## src/rtl/toggle_activity_monitor.sv

```systemverilog
// Counts input/output toggles of an observed sub-circuit over fixed windows of accepted samples.
// Optional TOGGLE_ACTIVITY_ONES_EN adds rpt_ones, a per-window count of samples with out_bit=1.
module toggle_activity_monitor #(
  parameter int unsigned WINDOW = 256,
  parameter int unsigned CNT_W  = 16
) (
  input  logic             clk,
  input  logic             rst_n,
  input  logic             in_valid,
  input  logic [3:0]       in_vec,
  input  logic             out_bit,
  output logic             rpt_valid,
  input  logic             rpt_ready,
  output logic [CNT_W-1:0] rpt_in_tog,
  output logic [CNT_W-1:0] rpt_out_tog,
`ifdef TOGGLE_ACTIVITY_ONES_EN
  output logic [CNT_W-1:0] rpt_ones,
`endif
  output logic             rpt_ovf
);

  localparam int unsigned SC_W = $clog2(WINDOW + 1);

  typedef enum logic {S_FIRST, S_ACCUM} state_e;

  state_e           state_q;
  logic [3:0]       prev_vec_q;
  logic             prev_out_q;
  logic [SC_W-1:0]  cnt_q;
  logic [CNT_W-1:0] in_acc_q, out_acc_q;
  logic             rpt_valid_q, rpt_ovf_q;
  logic [CNT_W-1:0] rpt_in_q, rpt_out_q;

  logic [3:0]       diff;
  logic [2:0]       pop;
  logic [CNT_W+2:0] in_sum;
  logic [CNT_W:0]   out_sum;
  logic [CNT_W-1:0] in_acc_d, out_acc_d;
  logic             out_tgl, win_close, xfer, rpt_load;

  assign diff    = in_vec ^ prev_vec_q;
  assign pop     = {2'b00, diff[0]} + {2'b00, diff[1]} + {2'b00, diff[2]} + {2'b00, diff[3]};
  assign out_tgl = out_bit ^ prev_out_q;

  // Sums carry spare high bits so saturation is a simple overflow test.
  assign in_sum    = {3'b000, in_acc_q} + {{CNT_W{1'b0}}, pop};
  assign in_acc_d  = (|in_sum[CNT_W+2:CNT_W]) ? {CNT_W{1'b1}} : in_sum[CNT_W-1:0];
  assign out_sum   = {1'b0, out_acc_q} + {{CNT_W{1'b0}}, out_tgl};
  assign out_acc_d = out_sum[CNT_W] ? {CNT_W{1'b1}} : out_sum[CNT_W-1:0];

  assign win_close = in_valid && (state_q == S_ACCUM) && (cnt_q == SC_W'(WINDOW - 1));
  assign xfer      = rpt_valid_q && rpt_ready;
  assign rpt_load  = win_close && (!rpt_valid_q || xfer);

`ifdef TOGGLE_ACTIVITY_ONES_EN
  logic [CNT_W-1:0] ones_q, rpt_ones_q, ones_d;
  logic [CNT_W:0]   ones_sum;
  assign ones_sum = {1'b0, ones_q} + {{CNT_W{1'b0}}, out_bit};
  assign ones_d   = ones_sum[CNT_W] ? {CNT_W{1'b1}} : ones_sum[CNT_W-1:0];
  assign rpt_ones = rpt_ones_q;

  always_ff @(posedge clk or negedge rst_n) begin
    if (!rst_n) begin
      ones_q     <= '0;
      rpt_ones_q <= '0;
    end else begin
      if (in_valid) ones_q <= win_close ? '0 : ones_d;
      if (rpt_load) rpt_ones_q <= ones_d;
    end
  end
`endif

  always_ff @(posedge clk or negedge rst_n) begin
    if (!rst_n) begin
      state_q     <= S_FIRST;
      prev_vec_q  <= '0;
      prev_out_q  <= 1'b0;
      cnt_q       <= '0;
      in_acc_q    <= '0;
      out_acc_q   <= '0;
      rpt_valid_q <= 1'b0;
      rpt_in_q    <= '0;
      rpt_out_q   <= '0;
      rpt_ovf_q   <= 1'b0;
    end else begin
      if (in_valid) begin
        prev_vec_q <= in_vec;
        prev_out_q <= out_bit;
        if (state_q == S_FIRST) begin
          state_q <= S_ACCUM;
          cnt_q   <= SC_W'(1);
        end else if (win_close) begin
          // prev is kept so the next window's first sample compares against this one.
          cnt_q     <= '0;
          in_acc_q  <= '0;
          out_acc_q <= '0;
        end else begin
          cnt_q     <= cnt_q + SC_W'(1);
          in_acc_q  <= in_acc_d;
          out_acc_q <= out_acc_d;
        end
      end

      if (rpt_load) begin
        rpt_valid_q <= 1'b1;
        rpt_in_q    <= in_acc_d;
        rpt_out_q   <= out_acc_d;
      end else if (win_close) begin
        rpt_ovf_q <= 1'b1;
      end else if (xfer) begin
        rpt_valid_q <= 1'b0;
      end
    end
  end

  assign rpt_valid   = rpt_valid_q;
  assign rpt_in_tog  = rpt_in_q;
  assign rpt_out_tog = rpt_out_q;
  assign rpt_ovf     = rpt_ovf_q;

endmodule
```

## config.mk

```make
export PLATFORM = sky130hd
export DESIGN_NAME = toggle_activity_monitor
export DESIGN_NICKNAME = d
export VERILOG_FILES = /design/src/rtl/toggle_activity_monitor.sv
export SDC_FILE = /design/constraint.sdc
export NUM_CORES = 1
export LEC_CHECK = 0
export ABC_AREA = 1
export BUFFER_PORTS_ARGS = -buffer_cell sky130_fd_sc_hd__buf_2
export CAP_MARGIN = 25
export CORE_AREA = 8 8 122 135
export DETAILED_ROUTE_END_ITERATION = 8
export DIE_AREA = 0 0 130 143
export GPL_ROUTABILITY_DRIVEN = 0
export PLACE_DENSITY = 0.49
export SYNTH_ARGS = -nofsm -noshare
export SYNTH_HDL_FRONTEND = slang
export SYNTH_SLANG_ARGS = --single-unit
```

## constraint.sdc

```tcl
create_clock -name clk -period 2.7 [get_ports clk]
set_clock_uncertainty 0.15 [all_clocks]
set_input_delay 0.27 -clock clk [delete_from_list [all_inputs] [get_ports clk]]
set_output_delay 0.27 -clock clk [all_outputs]
set_load 0.01 [all_outputs]
```

==> run_results.csv, run 1 <==
group,metric,value,unit
power,total_power,3.69,mW
synthesis,syn-num-nets,548,
power,clkPwrFrac,0.366,
power,p_int,2.57,mW
synthesis,netlist_area,4170,um2
layout,drive_gt1_frac,0.200,
placed_design,post-dp-hpwl,6950,um
routing,drc,0,
synthesis,synth-edff-count,0,
grt,track_usage,0.116,
clock_network,numCtsBuffers,9,
timing,final_hold_viol_count,0,
power,p_switching,1.12,mW
synthesis,ys_ff_latch,81,
synthesis,yosysWarnings,0,
routing,vias,3487,
synthesis,yosys-top-cells-area,"dfrtp_1 49%, nand2_1 22%, nand3_1 3.5%",
timing,fin_ws,0.0271,ns
setup_path,critPathRequiredTime,2.83,ns
flow_run,maxCapViolCount,0,
timing,fin_crit,2.67,ns
clock_network,cts_max_path_buffers,2,
layout,fin_cells,782,
die,io-pin-count,43,
routing,drt_iter0_drc,186,
routing,drt-total-wl,10100,um
grt,grt_start_max_net_pins,51,
grt,grt_pass1_vias,3489,
setup_path,path_class,"flip-flop to flip-flop",
grt,antenna_found_initial,0,
timing,maxSlewViolCount,0,
die,die_width,130,um
clock_network,cts-root-buf,"clkbuf_16",
power,power.density,716,nW/um2
layout,fin_nets,601,
power,p_seq_frac,0.409,
routing,viasPerCell,4.46,
timing,relSlewSlack,0.540,
worst_hold_path,worstHoldPathCells,3,
timing,fmax,374,MHz
setup_path,cp.depth,12,
routing,wl_per_cell,12.9,um
synthesis,syn-instance-count,532,
clock_network,cts.clk_slew.worst_paths,0.06,ns
placed_design,dpl_worst_slack,-0.296,ns
die,die_area,18600,um2
setup_path,critPathArrivalTime,2.80,ns
layout,n_antenna_cell,0,
synthesis,async_flop_share,1.00,
synthesis,yosysTopAreaCell,"dfrtp_1",
placed_design,portBuffers,42,
die,start_util,0.293,
routing,drt_pass1_iterations,6,
setup_path,critPathSlowestCell,"fa_1",
worst_hold_path,hold_class,"input pin to flip-flop",
die,coreArea,14200,um2
grt,gr-total-overflow,0,
synthesis,synth_top_area_frac,0.486,
power,ir_drop,0.000342,V
setup_path,crit_fanout,7,
routing,detail-route-antenna-nets,0,
placed_design,placed_area,4600,um2
timing,setup_viol,0,
setup_path,crit_path_cell_trace,"xnor2_2, fa_1, fa_2, inv_2, fa_2, nand3_4, nor2_4, nand4_1, buf_6, nand3_1, nand2_1, nand2_1",
power,swShare,0.304,
setup_path,crit_family,"adder cells",
clock_network,cts_tree,"built",
grt,grt_pass1_wl,17000,um
synthesis,yosys_most_used_dff,"dfrtp_1",
run_status,status,"finished, final reports clean",
die,chipHeight,143,um
timing,period_share,0.990,
synthesis,synth_common_cells,"243 x nand2_1, 81 x dfrtp_1, 38 x inv_1, 38 x nor2_1, 29 x nand3_1",
die,num_rows,46,
clock_network,h-tree-depth,3,
layout,area_growth,23.5,%
power,p_leak,2.70,nW
clock_network,clock-sinks,81,
setup_path,crit_path_end_kind,"flip-flop",
synthesis,synth_cell_types,28,
setup_path,slowest_delay,0.47,ns
clock_network,clock_latency,0.34,ns
synthesis,postSynthAreaPerCell,7.83,um2
timing,setup_tns,0,ns
setup_path,rr_worst_depth,12,
timing,rsz0062_at_grt,"yes",
setup_path,startpoint_type,"flip-flop",
synthesis,yosysSeqAreaShare,0.486,
setup_path,worstPathBufferInverterCount,2,
timing,worstMarginPinSlew,0.690,ns
placed_design,placed_cells,761,
synthesis,synth.most_common_cell,"nand2_1",
layout,final_area,5150,um2
power,combPwrFrac,0.225,
[power groups by stage]
stage	registers, mW	logic, mW	clock network, mW
2_1_floorplan	1.49	0.498	0
3_3_place_gp	1.52	0.652	0
3_5_place_dp	1.52	0.663	0
4_1_cts	1.50	0.696	1.39
5_1_grt	1.53	0.951	1.45
6_report	1.51	0.829	1.35
[repair_timing]
action	CTS	global route
pin swaps	7	8
endpoints found under the hold margin	49	0
resized for setup	13	35
gates cloned	0	0
hold buffers	1	0
buffers inserted	3	1
endpoints found under the setup margin	32	32
[logic make-up after synthesis]
kind of cell	synth area share
xor gates and xnor gates	0.0378
adders and majority gates	0.0264
DFF	0.486
and+or+nand+nor	0.334
AOI/OAI and AO/OA	0.0525
buffers and inverters	0.0630
[worst reg2reg max path: stages, from the launching register on]
cell and delay (ns):
dfrtp_1 0.40, xnor2_2 0.14, fa_1 0.47, fa_2 0.35, inv_2 0.07, fa_2 0.26, nand3_4 0.10, nor2_4 0.17
nand4_1 0.13, buf_6 0.17, nand3_1 0.09, nand2_1 0.06, nand2_1 0.07
[through the flow]
stage	hold WS, ns	utilization
after global placement	0.214	0.324
final	0.0123	0.362
after global routing	0.00975	0.362
after detailed placement	0.228	0.324
after floorplan	-0.176	-
after CTS	0.00103	0.352
[final timing paths]
kind	start	endpoint	slack (ns)
hold reg to reg	rpt_in_tog[3]	rpt_in_tog[3]	0.32
max in group asynchronous	rst_n	prev_vec_q[3]	1.39
min in group asynchronous	rst_n	rpt_in_tog[7]	0.37
setup / recovery	prev_vec_q[0]	rpt_in_tog[9]	0.03
hold / removal	in_vec[1]	prev_vec_q[1]	0.01
setup reg to reg	prev_vec_q[0]	rpt_in_tog[9]	0.03
[registers in the layout, indices dropped and copies added (netlist names)]
name and count:
cnt_q 9, in_acc_q 16, prev_out_q 1, state_q 1
rpt_valid 1, out_acc_q 16, rpt_in_tog 16, rpt_out_tog 16
rpt_ovf 1, prev_vec_q 4
[placed cells by master (no fill, tap or decap), types with 4 or more instances in the layout]
cell type,synthesis,final
nand2_1,243,229
dfrtp_1,81,81
buf_2,2,41
inv_1,38,37
nor2_1,38,35
nand3_1,29,22
o21ai_0,26,20
xor2_1,12,12
nand2_2,0,11
clkbuf_16,0,9
buf_4,0,9
nand4_1,8,8
o22ai_1,6,6
xnor2_1,6,4
inv_2,3,4
or2_2,4,4
nand2_4,1,4
nand3_4,0,4
o21ai_2,3,4
nand3b_1,4,4
o21ai_1,0,4
ha_1,4,4
[layer usage]
layer  track usage  up-vias  part of all wire
met3        0.0235       10             0.048
met4        0.0600        0             0.021
met5             0        -                 0
met1         0.143     1635              0.46
li1              -     1775                 -
met2         0.189       67              0.47
[layout make-up]
cell class,count,area (um2)
clock buffers,11,253
well taps,192,240
multi-input cells,396,2050
flip-flops and latches,81,2030
repair buffers,55,345
fillers,1489,9070
clock inverters,5,77.6
inverters,42,159
Note: power is estimated with default switching activity, not from simulation.
==> inputs of run 2 (changes only) <==
Settings changed: ABC_AREA 1 to default, CORE_AREA 8 8 122 135 to 8 8 105 116, DIE_AREA 0 0 130 143 to 0 0 113 124, PLACE_DENSITY 0.49 to 0.66.
Clock period 2.7 ns to 2.4 ns, I/O delays scaled along.
==> run_results.csv, run 2 <==
group,metric,value,unit
run_status,status,"complete, but fails checks",
run_status,failed_checks,"negative setup slack",
power,ir_drop,0.000338,V
setup_path,crit_path_end_kind,"flip-flop",
clock_network,cts_max_path_buffers,2,
clock_network,cts.clk_slew.worst_paths,0.06,ns
timing,fmax,357,MHz
routing,viasPerCell,5.78,
clock_network,numCtsBuffers,9,
grt,gr-total-overflow,0,
flow_run,maxCapViolCount,0,
routing,drt-total-wl,11000,um
synthesis,synth_top_area_frac,0.454,
clock_network,h-tree-depth,3,
power,p_leak,2.47,nW
setup_path,path_class,"flip-flop to flip-flop",
die,chipHeight,124,um
grt,grt_pass1_wl,18500,um
die,num_rows,39,
power,power.density,751,nW/um2
layout,layout_commonest_cell,"dfrtp_1",
clock_network,cts_tree,"built",
timing,hold_slack,0.0137,ns
grt,antenna_found_initial,0,
timing,maxSlewViolCount,0,
die,io-pin-count,43,
routing,detail-route-antenna-nets,0,
grt,track_usage,0.163,
timing,rsz0062_at_grt,"yes",
die,die_width,113,um
synthesis,synth-edff-count,0,
routing,drc,0,
synthesis,yosys-top-cells-area,"dfrtp_1 45%, a31oi_1 3.5%, xnor2_1 3.3%",
layout,area_growth,24.9,%
synthesis,yosysSeqAreaShare,0.454,
synthesis,synth_cell_types,64,
layout,final_area,5580,um2
synthesis,ys_ff_latch,81,
timing,final_hold_viol_count,0,
synthesis,synth_common_cells,"81 x dfrtp_1, 33 x nor2_1, 25 x a31oi_1",
layout,n_antenna_cell,0,
grt,grt_pass1_vias,3590,
setup_path,critPathArrivalTime,2.86,ns
routing,drt_pass1_iterations,4,
synthesis,syn-instance-count,456,
placed_design,portBuffers,42,
synthesis,yosysTopAreaCell,"dfrtp_1",
routing,wl_per_cell,16.9,um
layout,fin_nets,539,
timing,relSlewSlack,0.581,
worst_hold_path,hold_class,"input pin to flip-flop",
timing,setup_viol,32,
placed_design,dpl_worst_slack,-0.441,ns
clock_network,cts-root-buf,"clkbuf_16",
placed_design,placed_area,5040,um2
setup_path,crit_fanout,7,
synthesis,netlist_area,4470,um2
timing,fin_ws,-0.401,ns
layout,mostFrequentLayoutCells,"81 x dfrtp_1, 41 x buf_2, 39 x buf_4",
synthesis,async_flop_share,1.00,
setup_path,startpoint_type,"flip-flop",
synthesis,syn-num-nets,472,
die,start_util,0.436,
synthesis,yosys_most_used_dff,"dfrtp_1",
grt,grt_start_max_net_pins,49,
clock_network,clock_latency,0.33,ns
clock_network,clock-sinks,81,
routing,drt_iter0_drc,199,
synthesis,synth.most_common_cell,"dfrtp_1",
layout,drive_gt1_frac,0.280,
routing,vias,3760,
synthesis,postSynthAreaPerCell,9.80,um2
placed_design,post-dp-hpwl,7700,um
timing,setup_tns,-11.04,ns
timing,fin_crit,2.80,ns
synthesis,yosysWarnings,0,
die,die_area,14000,um2
timing,worstMarginPinSlew,0.628,ns
setup_path,critPathRequiredTime,2.46,ns
die,coreArea,10200,um2
timing,period_share,1.17,
-- run 2: changes by cell type in the layout (fill, tap and decap cells not counted), sizes merged, moves of 10 or more --
cell	change
buf	+30
xnor2	+11
nand3	-15
a31oi	+25
nand2	-222
o22ai	+11
a21oi	+20
a22o	+15
nor4	+10
inv	-18
-- run 2: stage by stage --
step / utilization / instances / total power [mW]
floorplan: - / 456 / 2.10
global placement: 0.492 / 628 / 2.39
detailed placement: 0.492 / 628 / 2.41
CTS: 0.538 / 650 / 4.19
global route: 0.544 / 651 / 4.36
finish: 0.544 / 651 / 4.19
-- run 2: repair_timing --
action,4_1_cts,5_1_grt
hold buffers,1,0
pin swaps,12,10
hold endpoints to repair,46,0
endpoints found under the setup margin,33,53
setup buffers,5,1
gates resized for setup,8,10
-- run 2: kinds of logic (layout without fill, tap and decap cells) --
family,Yosys count,in the layout,share of synthesized area
AO/OA/AOI/OAI,156,156,0.234
multiplexers,6,6,0.0148
flip-flops,81,81,0.454
adder cells (fa/ha/maj),7,7,0.0246
AND/OR/NAND/NOR,131,131,0.174
buffers and inverters,52,124,0.0535
XOR/XNOR,23,23,0.0451
-- run 2: path summary, 6_finish.rpt --
kind / depth (start not counted) / slack, ns / from / endpoint
worst min register to register: 1 / 0.31 / rpt_ovf / rpt_ovf
max in group asynchronous: 3 / 1.08 / rst_n / rpt_in_tog[4]
worst max-delay path: 10 / -0.40 / prev_vec_q[0] / in_acc_q[9]
worst max register to register: 10 / -0.40 / prev_vec_q[0] / in_acc_q[9]
min in group asynchronous: 2 / 0.31 / rst_n / rpt_in_tog[14]
worst min-delay path: 2 / 0.01 / in_vec[1] / prev_vec_q[1]
-- run 2: layer usage --
metal  vias to the layer above  wire (um)  GRT usage
met5                         -          0          0
met4                         0        172     0.0633
met3                        13        532     0.0286
met2                        74       5060      0.250
met1                      1836       5240      0.224
li1                       1837          -          -
-- run 2: power breakdown --
| part | switching [mW] | internal [mW] |
|---|---|---|
| clock | 0.544 | 1.18 |
| sequential | 0.125 | 1.46 |
| combinational | 0.470 | 0.414 |
| total | 1.14 | 3.05 |
-- run 2: cell type report --
| type | count | area (um2) |
|---|---|---|
| Multi-Input combinational cell | 323 | 2350 |
| Inverter | 23 | 86.3 |
| Sequential cell | 81 | 2030 |
| Tap cell | 123 | 154 |
| Fill cell | 912 | 4670 |
| Clock buffer | 11 | 253 |
| Timing Repair Buffer | 85 | 579 |
| Clock inverter | 5 | 125 |
-- run 2: worst max-delay path, cell delays in order, from the launching register on --
cell       delay (ns)
dfrtp_1          0.40
xnor2_2          0.15
fa_1             0.53
fa_2             0.22
inv_2            0.05
fa_2             0.41
and2_4           0.19
and4_4           0.18
buf_12           0.15
a2bb2oi_2        0.16
o22ai_1          0.10
==> inputs of run 3 (changes only) <==
Settings changed: PLACE_DENSITY 0.66 to 0.74.
==> run_results.csv, run 3 (synthesized netlist as in run 2, its figures left out) <==
group,metric,value,unit
layout,drive_gt1_frac,0.294,
clock_network,clock-sinks,81,
setup_path,worstSetupStartpoint,"prev_vec_q[2]",
flow_run,maxCapViolCount,0,
setup_path,crit_fanout,6,
clock_network,numCtsBuffers,9,
placed_design,placed_area,5000,um2
power,power.density,683,nW/um2
timing,rsz0062_at_grt,"yes",
setup_path,slowest_delay,0.49,ns
clock_network,cts-root-buf,"clkbuf_16",
timing,fin_ws,-0.439,ns
layout,fin_nets,538,
layout,n_antenna_cell,0,
grt,grt_pass1_vias,3893,
timing,period_share,1.18,
layout,layout_commonest_cell,"dfrtp_1",
timing,fin_crit,2.84,ns
timing,relSlewSlack,0.494,
routing,vias,3962,
setup_path,critPathRequiredTime,2.48,ns
power,p_switching,1.13,mW
clock_network,cts_tree,"built",
grt,grt_start_max_net_pins,44,
power,swShare,0.296,
timing,final_hold_viol_count,0,
setup_path,reg2reg_slack,-0.44,ns
clock_network,h-tree-depth,3,
die,die_area,14000,um2
grt,grt_pass1_wl,19300,um
die,coreArea,10200,um2
run_status,failed_checks,"negative setup slack",
worst_hold_path,worstHoldPathCells,2,
clock_network,cts.clk_slew.worst_paths,0.06,ns
setup_path,critPathSlowestCell,"fa_1",
routing,drc,0,
die,chipHeight,124,um
timing,worstMarginPinSlew,0.756,ns
routing,wl_per_cell,18.1,um
placed_design,post-dp-hpwl,7840,um
setup_path,critPathArrivalTime,2.91,ns
power,clkPwrFrac,0.354,
worst_hold_path,hold_start,"in_vec[1]",
power,p_seq_frac,0.414,
grt,track_usage,0.170,
layout,mostFrequentLayoutCells,"81 x dfrtp_1, 41 x buf_2, 33 x nor2_1, 33 x buf_4, 22 x inv_1",
routing,drt_iter0_drc,268,
grt,antenna_found_initial,0,
setup_path,rr_worst_depth,9,
layout,utilization,0.546,
routing,detail-route-antenna-nets,0,
setup_path,reg2reg_to,"rpt_in_tog[14]",
worst_hold_path,hold-path-endpoint,"prev_vec_q[1]",
clock_network,cts_max_path_buffers,2,
routing,drt_pass1_iterations,5,
placed_design,portBuffers,42,
timing,maxSlewViolCount,0,
layout,final_area,5590,um2
setup_path,cpMostUsedCell,"fa_2",
die,start_util,0.436,
power,combPwrFrac,0.232,
setup_path,startpoint_type,"flip-flop",
power,p_leak,2.48,nW
die,die_width,113,um
die,num_rows,39,
setup_path,crit_path_end_kind,"flip-flop",
routing,viasPerCell,6.10,
run_status,status,"complete, but fails checks",
power,total_power,3.82,mW
setup_path,r2r_start,"prev_vec_q[2]",
grt,gr-total-overflow,0,
timing,setup_viol,32,
setup_path,path_class,"flip-flop to flip-flop",
placed_design,dpl_worst_slack,-0.450,ns
routing,drt-total-wl,11800,um
worst_hold_path,hold_class,"input pin to flip-flop",
die,io-pin-count,43,
timing,setup_tns,-12.54,ns
setup_path,crit_path_cell_trace,"xnor2_2, fa_1, fa_2, inv_2, fa_2, and2_4, and4_4, nand4_1, a31o_1",
layout,area_growth,25.2,%
power,p_int,2.69,mW
power,ir_drop,0.000324,V
timing,fmax,352,MHz
clock_network,clock_latency,0.34,ns
## run 3: cell count changes in the layout (fill, tap and decap cells not counted), sizes merged
cell | before | now
clkinv | 1 | 2
and4 | 5 | 6
clkbuf | 11 | 13
buf | 84 | 81
bufinv | 4 | 1
nand2 | 22 | 23
## run 3: worst max-delay path by stage
stage	to	slack [ns]	depth (start not counted)
finish	rpt_in_tog[14]	-0.44	9
CTS	rpt_in_tog[13]	-0.41	10
floorplan	in_acc_q[15]	-0.28	10
detailed placement	rpt_in_tog[13]	-0.45	10
global placement	rpt_in_tog[14]	-0.35	9
global route	rpt_in_tog[2]	-0.53	10
## run 3: what timing repair did
item | CTS | global route
endpoints found under the hold margin | 35 | 0
buffers inserted | 3 | 2
hold buffers | 1 | 0
resized for setup | 7 | 29
pin swaps | 15 | 15
setup endpoints to repair | 32 | 52
cloned | 1 | 1
## run 3: cell type report
class,count,area (um2)
multi-input combinational,325,2480
clock buffer,13,250
inverter,23,86.3
tap,123,154
fill,865,4650
sequential,81,2030
timing repair buffer,82,551
clock inverter,3,40.0
## run 3: metrics by stage
| stage | hold WS [ns] | instances |
|---|---|---|
| finish | 0.0178 | 650 |
| global route | 0.0138 | 650 |
| CTS | 0.0124 | 647 |
| detailed placement | 0.103 | 626 |
| global placement | 0.0956 | 626 |
| floorplan | -0.206 | 456 |
## run 3: metal layers
metal | vias up | global-route usage | routed length, um
met1 | 1970 | 0.208 | 4950
li1 | 1847 | - | -
met3 | 17 | 0.0359 | 709
met4 | 0 | 0.0758 | 183
met5 | - | 0 | 0
met2 | 128 | 0.284 | 5910
## run 3: worst max-delay path: cells and delay by family, from the launching register on
family | cells | cell delay, ns
simple gates | 3 | 0.58
buf+inv | 1 | 0.08
flops | 1 | 0.40
compound gates | 1 | 0.23
xor+xnor | 1 | 0.15
fa+ha+maj | 3 | 1.16
## run 3: power groups by stage
stage                     clock, mW  combinational, mW  sequential, mW
after global routing           1.43              0.965            1.60
after CTS                      1.37              0.808            1.58
after global placement            0              0.767            1.60
final                          1.35              0.886            1.58
after floorplan                   0              0.526            1.58
after detailed placement          0              0.795            1.60
